[src/rtl/subword_store_unit.sv]
// rtl/subword_store_unit.sv - RMW sequencer for SB/SH stores; optional trap via SUBWORD_MISALIGN_TRAP_EN
module subword_store_unit #(
    parameter int RD_LAT = 1
) (
    input  logic        clk,
    input  logic        rst_n,
    input  logic        st_req,
    input  logic [1:0]  st_size,
    input  logic [31:0] st_addr,
    input  logic [31:0] st_wdata,
    input  logic [31:0] mem_rdata,
    output logic [31:0] mem_addr,
    output logic [31:0] mem_wdata,
    output logic        mem_re,
    output logic        mem_we,
    output logic        mem_write_bh,
    output logic        st_done,
    output logic        st_misaligned
);

    typedef enum logic [2:0] {
        S_IDLE,
        S_RD,
        S_WAIT,
        S_WR,
        S_DONE
    } state_t;

    state_t      state;
    state_t      state_nxt;
    logic [1:0]  cnt;
    logic [1:0]  lane_q;
    logic        half_q;
    logic [15:0] data_q;
    logic [31:0] merged;
    logic        start;
    logic        mis_req;
    logic        unused_wdata_hi;

    // Only the low half of the store data can ever reach memory.
    assign unused_wdata_hi = ^st_wdata[31:16];

`ifdef SUBWORD_MISALIGN_TRAP_EN
    // Odd-address half stores are refused and reported instead of started.
    assign mis_req = st_req && (st_size == 2'b01) && st_addr[0] && (state == S_IDLE);
`else
    assign mis_req = 1'b0;
`endif

    assign start = st_req && !st_size[1] && (state == S_IDLE) && !mis_req;

    // State register.
    always_ff @(posedge clk or negedge rst_n) begin
        if (!rst_n) begin
            state <= S_IDLE;
        end else begin
            state <= state_nxt;
        end
    end

    // Next-state decode; WAIT exits once the read data is due on mem_rdata.
    always_comb begin
        state_nxt = state;
        case (state)
            S_IDLE:  if (start) state_nxt = S_RD;
            S_RD:    state_nxt = S_WAIT;
            S_WAIT:  if (cnt == 2'd1) state_nxt = S_WR;
            S_WR:    state_nxt = S_DONE;
            S_DONE:  state_nxt = S_IDLE;
            default: state_nxt = S_IDLE;
        endcase
    end

    // Lane merge of the latched store data into the word read from memory.
    always_comb begin
        merged = mem_rdata;
        if (half_q) begin
            if (lane_q[1]) merged[31:16] = data_q;
            else           merged[15:0]  = data_q;
        end else begin
            case (lane_q)
                2'd0:    merged[7:0]   = data_q[7:0];
                2'd1:    merged[15:8]  = data_q[7:0];
                2'd2:    merged[23:16] = data_q[7:0];
                default: merged[31:24] = data_q[7:0];
            endcase
        end
    end

    // Request latch, read-latency countdown and merged-word capture.
    always_ff @(posedge clk or negedge rst_n) begin
        if (!rst_n) begin
            cnt       <= 2'd0;
            lane_q    <= 2'd0;
            half_q    <= 1'b0;
            data_q    <= 16'd0;
            mem_addr  <= 32'd0;
            mem_wdata <= 32'd0;
        end else begin
            if (start) begin
                mem_addr <= {st_addr[31:2], 2'b00};
                lane_q   <= st_addr[1:0];
                half_q   <= st_size[0];
                data_q   <= st_wdata[15:0];
                cnt      <= 2'(RD_LAT);
            end else if (state == S_WAIT) begin
                cnt <= cnt - 2'd1;
                if (cnt == 2'd1) begin
                    mem_wdata <= merged;
                end
            end
        end
    end

`ifdef SUBWORD_MISALIGN_TRAP_EN
    // One-cycle trap pulse; a held request toggles it so each pulse is distinct.
    always_ff @(posedge clk or negedge rst_n) begin
        if (!rst_n) begin
            st_misaligned <= 1'b0;
        end else begin
            st_misaligned <= mis_req && !st_misaligned;
        end
    end
`else
    assign st_misaligned = 1'b0;
`endif

    assign mem_re       = (state == S_RD);
    assign mem_we       = (state == S_WR);
    assign st_done      = (state == S_DONE);
    assign mem_write_bh = start || (state == S_RD) || (state == S_WAIT) || (state == S_WR);

endmodule

[config.mk]
export PLATFORM = sky130hd
export DESIGN_NAME = subword_store_unit
export DESIGN_NICKNAME = d
export VERILOG_FILES = /design/src/rtl/subword_store_unit.sv
export SDC_FILE = /design/constraint.sdc
export NUM_CORES = 1
export LEC_CHECK = 0
export BUFFER_PORTS_ARGS = -buffer_cell sky130_fd_sc_hd__clkbuf_2
export CORE_MARGIN = 1.5
export CORE_UTILIZATION = 48
export CTS_BUF_LIST = sky130_fd_sc_hd__clkbuf_16
export DETAILED_ROUTE_END_ITERATION = 6
export PLACE_DENSITY_LB_ADDON = 0.3
export SYNTH_ARGS = -nofsm -noshare
export SYNTH_HDL_FRONTEND = slang
export SYNTH_SLANG_ARGS = --single-unit
[constraint.sdc]
create_clock -name clk -period 2.25 [get_ports clk]
set_input_delay 0.225 -clock clk [delete_from_list [all_inputs] [get_ports clk]]
set_output_delay 0.225 -clock clk [all_outputs]
set_load 0.01 [all_outputs]
* Word level (Yosys, flattened, before mapping)
Index checks and enable logic that the tools add are counted.
** Word-level totals
- Register bits after elaboration :: 86
- Input port bits :: 101
- Output and inout bits :: 69
** Operators by class
- Add/sub/neg operators :: 1
- Eq/ne operators :: 9
- Mux-type cells :: 12
- Bitwise operators :: 1
- Reduce and logical (&&, ||, !) cells :: 12
** Operators by type and width (number)
- two-way mux 16 bit :: 2
- two-way mux 32 bit :: 1
- two-way mux 8 bit :: 4
- case mux 3 bit (4 select lines) :: 1
- equality test 3 x 2 -> 1 bit, second input constant :: 2
- two-way mux 3 bit :: 2
- equality test 2 x 1 -> 1 bit, second input constant :: 2
- two-way mux 2 bit :: 2
- inequality test 2 bit, second input constant :: 2
- equality test 3 x 1 -> 1 bit, second input constant :: 1
- equality test 3 bit, second input constant :: 1
- zero test 3 bit :: 1
- logical OR 1 bit :: 3
- AND reduction 3 bit :: 1
- OR reduction 3 bit :: 1
- equality test 2 bit, second input constant :: 1
- logical AND 1 bit :: 2
- zero test 2 bit :: 1
- AND reduction 2 bit :: 1
- nonzero test 2 bit :: 1
- subtractor 2 x 1 -> 2 bit, second input constant :: 1
- zero test 1 bit :: 1
- NOT 1 bit :: 1

* Logic depth before layout (Yosys ltp)
- Depth in word-level cells :: 6
- Gate-level depth with buffers :: 7
- Gate-level depth less buffers :: 5

* Worst setup path before layout
OpenSTA, ideal clock, no wires.
- Path type :: reg-to-reg
- From :: reg state[2]
- To :: reg data_q[10]
- Arrival time :: 1.468 ns
- Path slack :: 0.654 ns
- Stages on the path, launching flop included :: 6
- Clock period less this slack :: 1.596 ns
- Cells stage by stage :: dfrtp_1 > buf_2 > nor4_4 > buf_6 > buf_6 > mux2_1
** On the way
- Cells in the longest elaborated chain, start to end :: 2
** RTL lines
- start, declared :: line 29 : state_t state;
- start signal, assigned :: line 57 : state <= state_nxt;
- zero test 3 bit :: line 50 : assign start = st_req && !st_size[1] && (state == S_IDLE) && !mis_req;
- logical AND 1 bit :: line 50
- end signal, assigned :: line 104 : data_q <= st_wdata[15:0];
- end, declared :: line 34 : logic [15:0] data_q;
Every way passes these cells.
A chain may end at the register's enable or synchronous reset.

* Final worst setup path
- From :: reg state[1]
- To :: reg mem_addr[22]
** On the way
- Cells in the longest elaborated chain, start to end :: 2
** RTL lines
- zero test 3 bit :: line 50
- logical AND 1 bit :: line 50
- end signal, assigned :: line 101 : mem_addr <= {st_addr[31:2], 2'b00};
- end, declared :: line 12 : output logic [31:0] mem_addr,
Every way passes these cells.

==> results by stage <==
Critical path:
- The critical path class is reg -> reg.
- The required time of the critical path is 2460 ps.
- The sort of element at the start of the critical path is a flop.
- Along the worst path, the maximum fanout reaches 30.
- The data arrival time at the worst-slack endpoint is 1970 ps.
- The worst setup path is captured at a flop.

Clock tree:
- The H-tree depth is 3.
- After clock tree synthesis, the flow added hold-fix buffers numbering 1.
- The number of buffers between clock root and the deepest sink is 2.
- For this design, the sink count on the clock tree is 86.
- The clock reaches the later pin of the worst-skew pair after 330 ps.
- In this run, CTS created clock tree buffers numbering 9.
- The TritonCTS clock tree is built.
- The number of resized instances in the post-cts repair step is 0.
- The clock-pin slew on the worst setup and hold paths is 60 ps.
- The root buffer cell chosen for the clock tree is clkbuf_16.
- After clock tree synthesis, the setup repair step added 0 buffers.

Routing:
- For this block, the routed nets add up to 9244 µm of wire.
- The number of design rule violations left after detail routing is 0.
- The length of the first detailed-routing pass in iterations is 4.
- The number of nets with antenna violations after routing is 0.
- The initial detailed-routing violation count is 156.
- The via density per instance is 5.321.
- The wire length per cell is 15.46 µm.
- The detailed router placed 3182 vias in this run.

Global route:
- The initial antenna violation count was 0.
- The pin count of the biggest net entering global routing is 48.
- The total global routing overflow is 0.
- The global-route usage over all layers is 0.2096.
- The first global-routing pass estimated 14610 µm of wire.
- The via count of the first global-routing pass is 3080.

STA:
- The period utilization is 0.7801.
- The transition time of the tightest slew-check pin is 622.8 ps.
- The number of endpoints failing setup at the final stage is 0.
- The clock arrives with 6.684 ps of skew.
- Based on the critical path, the design can be clocked at up to 569.7 MHz.
- The tightest slew margin relative to the limit is 0.5848.
- Setup repair after global routing left no endpoint under its margin.
- The hold violation total from the final report is 0.
- The final critical-path required period is 1755 ps.
- The max-slew violation total from the final report is 0.
- The total negative setup slack is 0 ps.

Yosys:
- By instance count, the leading cell after synthesis is dfrtp_1.
- The synthesized netlist contains 34 unique library cells.
- The synthesized design contains 0 enable-type register cells.
- Yosys attributes the largest share of cell area to dfrtp_1 (53%), mux2_2 (7.2%), mux2_1 (6.3%).
- In the synthesized netlist, the number of instances is 352.
- The share of synthesized area in the top cell type comes to 0.5274.
- A synthesized cell averages 11.59 µm².
- After synthesis, the most frequently instantiated cells are dfrtp_1 (86), mux2_2 (26), mux2_1 (23).
- dfrtp_1 takes more of the synthesized area than any other cell.
- In this run, synthesis produced a sequential element count of 86.
- Of the synthesized area, sequential elements account for 0.5274.
- Yosys printed 0 warnings.
- The fraction of registers with async set/reset is 1.000.
- For this run, the leading register cell type out of synthesis is dfrtp_1.
- Summing every instance area after synthesis gives 4080 µm².

Die:
- The number of rows created at floorplan is 33.
- The core region is 8217 µm².
- The number of ports placed on the die boundary is 170.
- The y dimension of the die is 95.20 µm.
- The overall die width is 95.20 µm.
- The initial core utilization is 0.4966.
- The total die area is 9062 µm².

Cells and area:
- Counting the fill cells in the layout gives 717.
- Relative to the synthesized area, the layout overhead comes to 26.13%.
- The fraction of layout instances using a drive strength above 1 is 0.4097.
- The layout net count is 590.
- The total inserted antenna cells is 0.

Power:
- The reported leakage power is 2.538 nW.
- The power per cell area is 1458 nW/µm².
- Across the VDD grid, the largest voltage drop is 0.7191 mV.
- The total power draw is 7.503 mW.

Placement:
- The HPWL after detailed placement is 6461 µm.
- The number of I/O port buffers is 150.
- The global placer's final weighted congestion is 0.7643.

Run status:
- The flow ran to the end, and the final reports show no timing, DRC or antenna violations.

Run:
- Max-cap violations in this run came to 0.

Hold path:
- The worst hold path belongs to the class in -> reg.
## final cells by class
| type | count | area [µm²] | share of cell area |
|---|---|---|---|
| Timing Repair Buffer | 159 | 835.8 | 0.1624 |
| Sequential cell | 86 | 2153 | 0.4184 |
| Clock inverter | 7 | 41.29 | 0.008023 |
| Inverter | 2 | 7.507 | 0.001459 |
| Clock buffer | 9 | 225.2 | 0.04376 |
| Multi-Input combinational cell | 230 | 1752 | 0.3404 |
| Tap cell | 105 | 131.4 | 0.02553 |
## placed cells by master (no fill, tap or decap), drive strengths merged, types with 2 or more instances in the layout
cell type	instances
o31ai	8
o21ai	19
conb	3
clkinv	2
a31oi	16
and3b	10
a22o	8
dfrtp	86
nor2	19
nand3	16
mux2	49
and3	8
mux2i	16
a211o	8
nand2b	3
clkbuf	158
and2	10
buf	9
nand2	10
inv	5
clkinvlp	2
a21oi	9
a211oi	8
## layer usage
metal | part of all wire | routed length, µm | vias to the layer above | global-route usage
met1 | 0.43 | 3996 | 1528 | 0.2595
met2 | 0.48 | 4451 | 106 | 0.3434
met3 | 0.070 | 644 | 11 | 0.06699
met4 | 0.016 | 152 | 0 | 0.07338
met5 | 0 | 0 | - | 0
li1 | - | - | 1537 | -
## final timing paths
kind                                from       endpoint  slack (ps)  cells after the start
setup / recovery                state[1]   mem_addr[22]         490                      3
max in group asynchronous          rst_n      lane_q[1]        1190                      3
hold / removal                st_addr[9]    mem_addr[9]         100                      2
setup reg to reg                state[1]   mem_addr[22]         490                      3
min in group asynchronous          rst_n     data_q[11]         410                      2
hold reg to reg            mem_wdata[12]  mem_wdata[12]         480                      2
## through the flow
step	std cells	util	setup WS (ps)	area, µm²	hold slack, ps
global route	598	0.6263	394.4	5146	97.44
global placement	581	0.5927	530.9	4870	232.2
finish	598	0.6263	494.7	5146	104.9
floorplan	354	-	654.2	4088	-70.59
CTS	598	0.6263	485.0	5146	96.69
detailed placement	581	0.5927	483.2	4870	242.1
## power breakdown
group | leakage [nW] | switching, mW | internal, mW
Sequential | 1.01 | 0.671 | 2.33
Clock | 0.134 | 0.595 | 0.740
Combinational | 1.39 | 1.61 | 1.56
Total | 2.54 | 2.88 | 4.63
## registers in the layout, indices dropped and copies added, names as in the netlist
register and flops:
mem_wdata 32, mem_addr 30, data_q 16, state 3, cnt 2, lane_q 2, half_q 1
## cells by family (layout without fill, tap and decap cells)
logic type	count (synthesis)	count (layout)	share of synthesized area
DFF	86	86	0.5274
and+or+nand+nor	82	82	0.1156
AOI/OAI and AO/OA	78	78	0.1276
muxes	65	65	0.1745
buffers and inverters	38	177	0.04876
adders and majority gates	1	1	0.003066
other	1	3	0.0009191
xor gates and xnor gates	1	1	0.002147
## critical path: stages (launching register included)
cell     delay, ps
dfrtp_1        530
nor4_4         330
buf_4          390
mux2_2         380
Power figures use the tool's default switching activity.
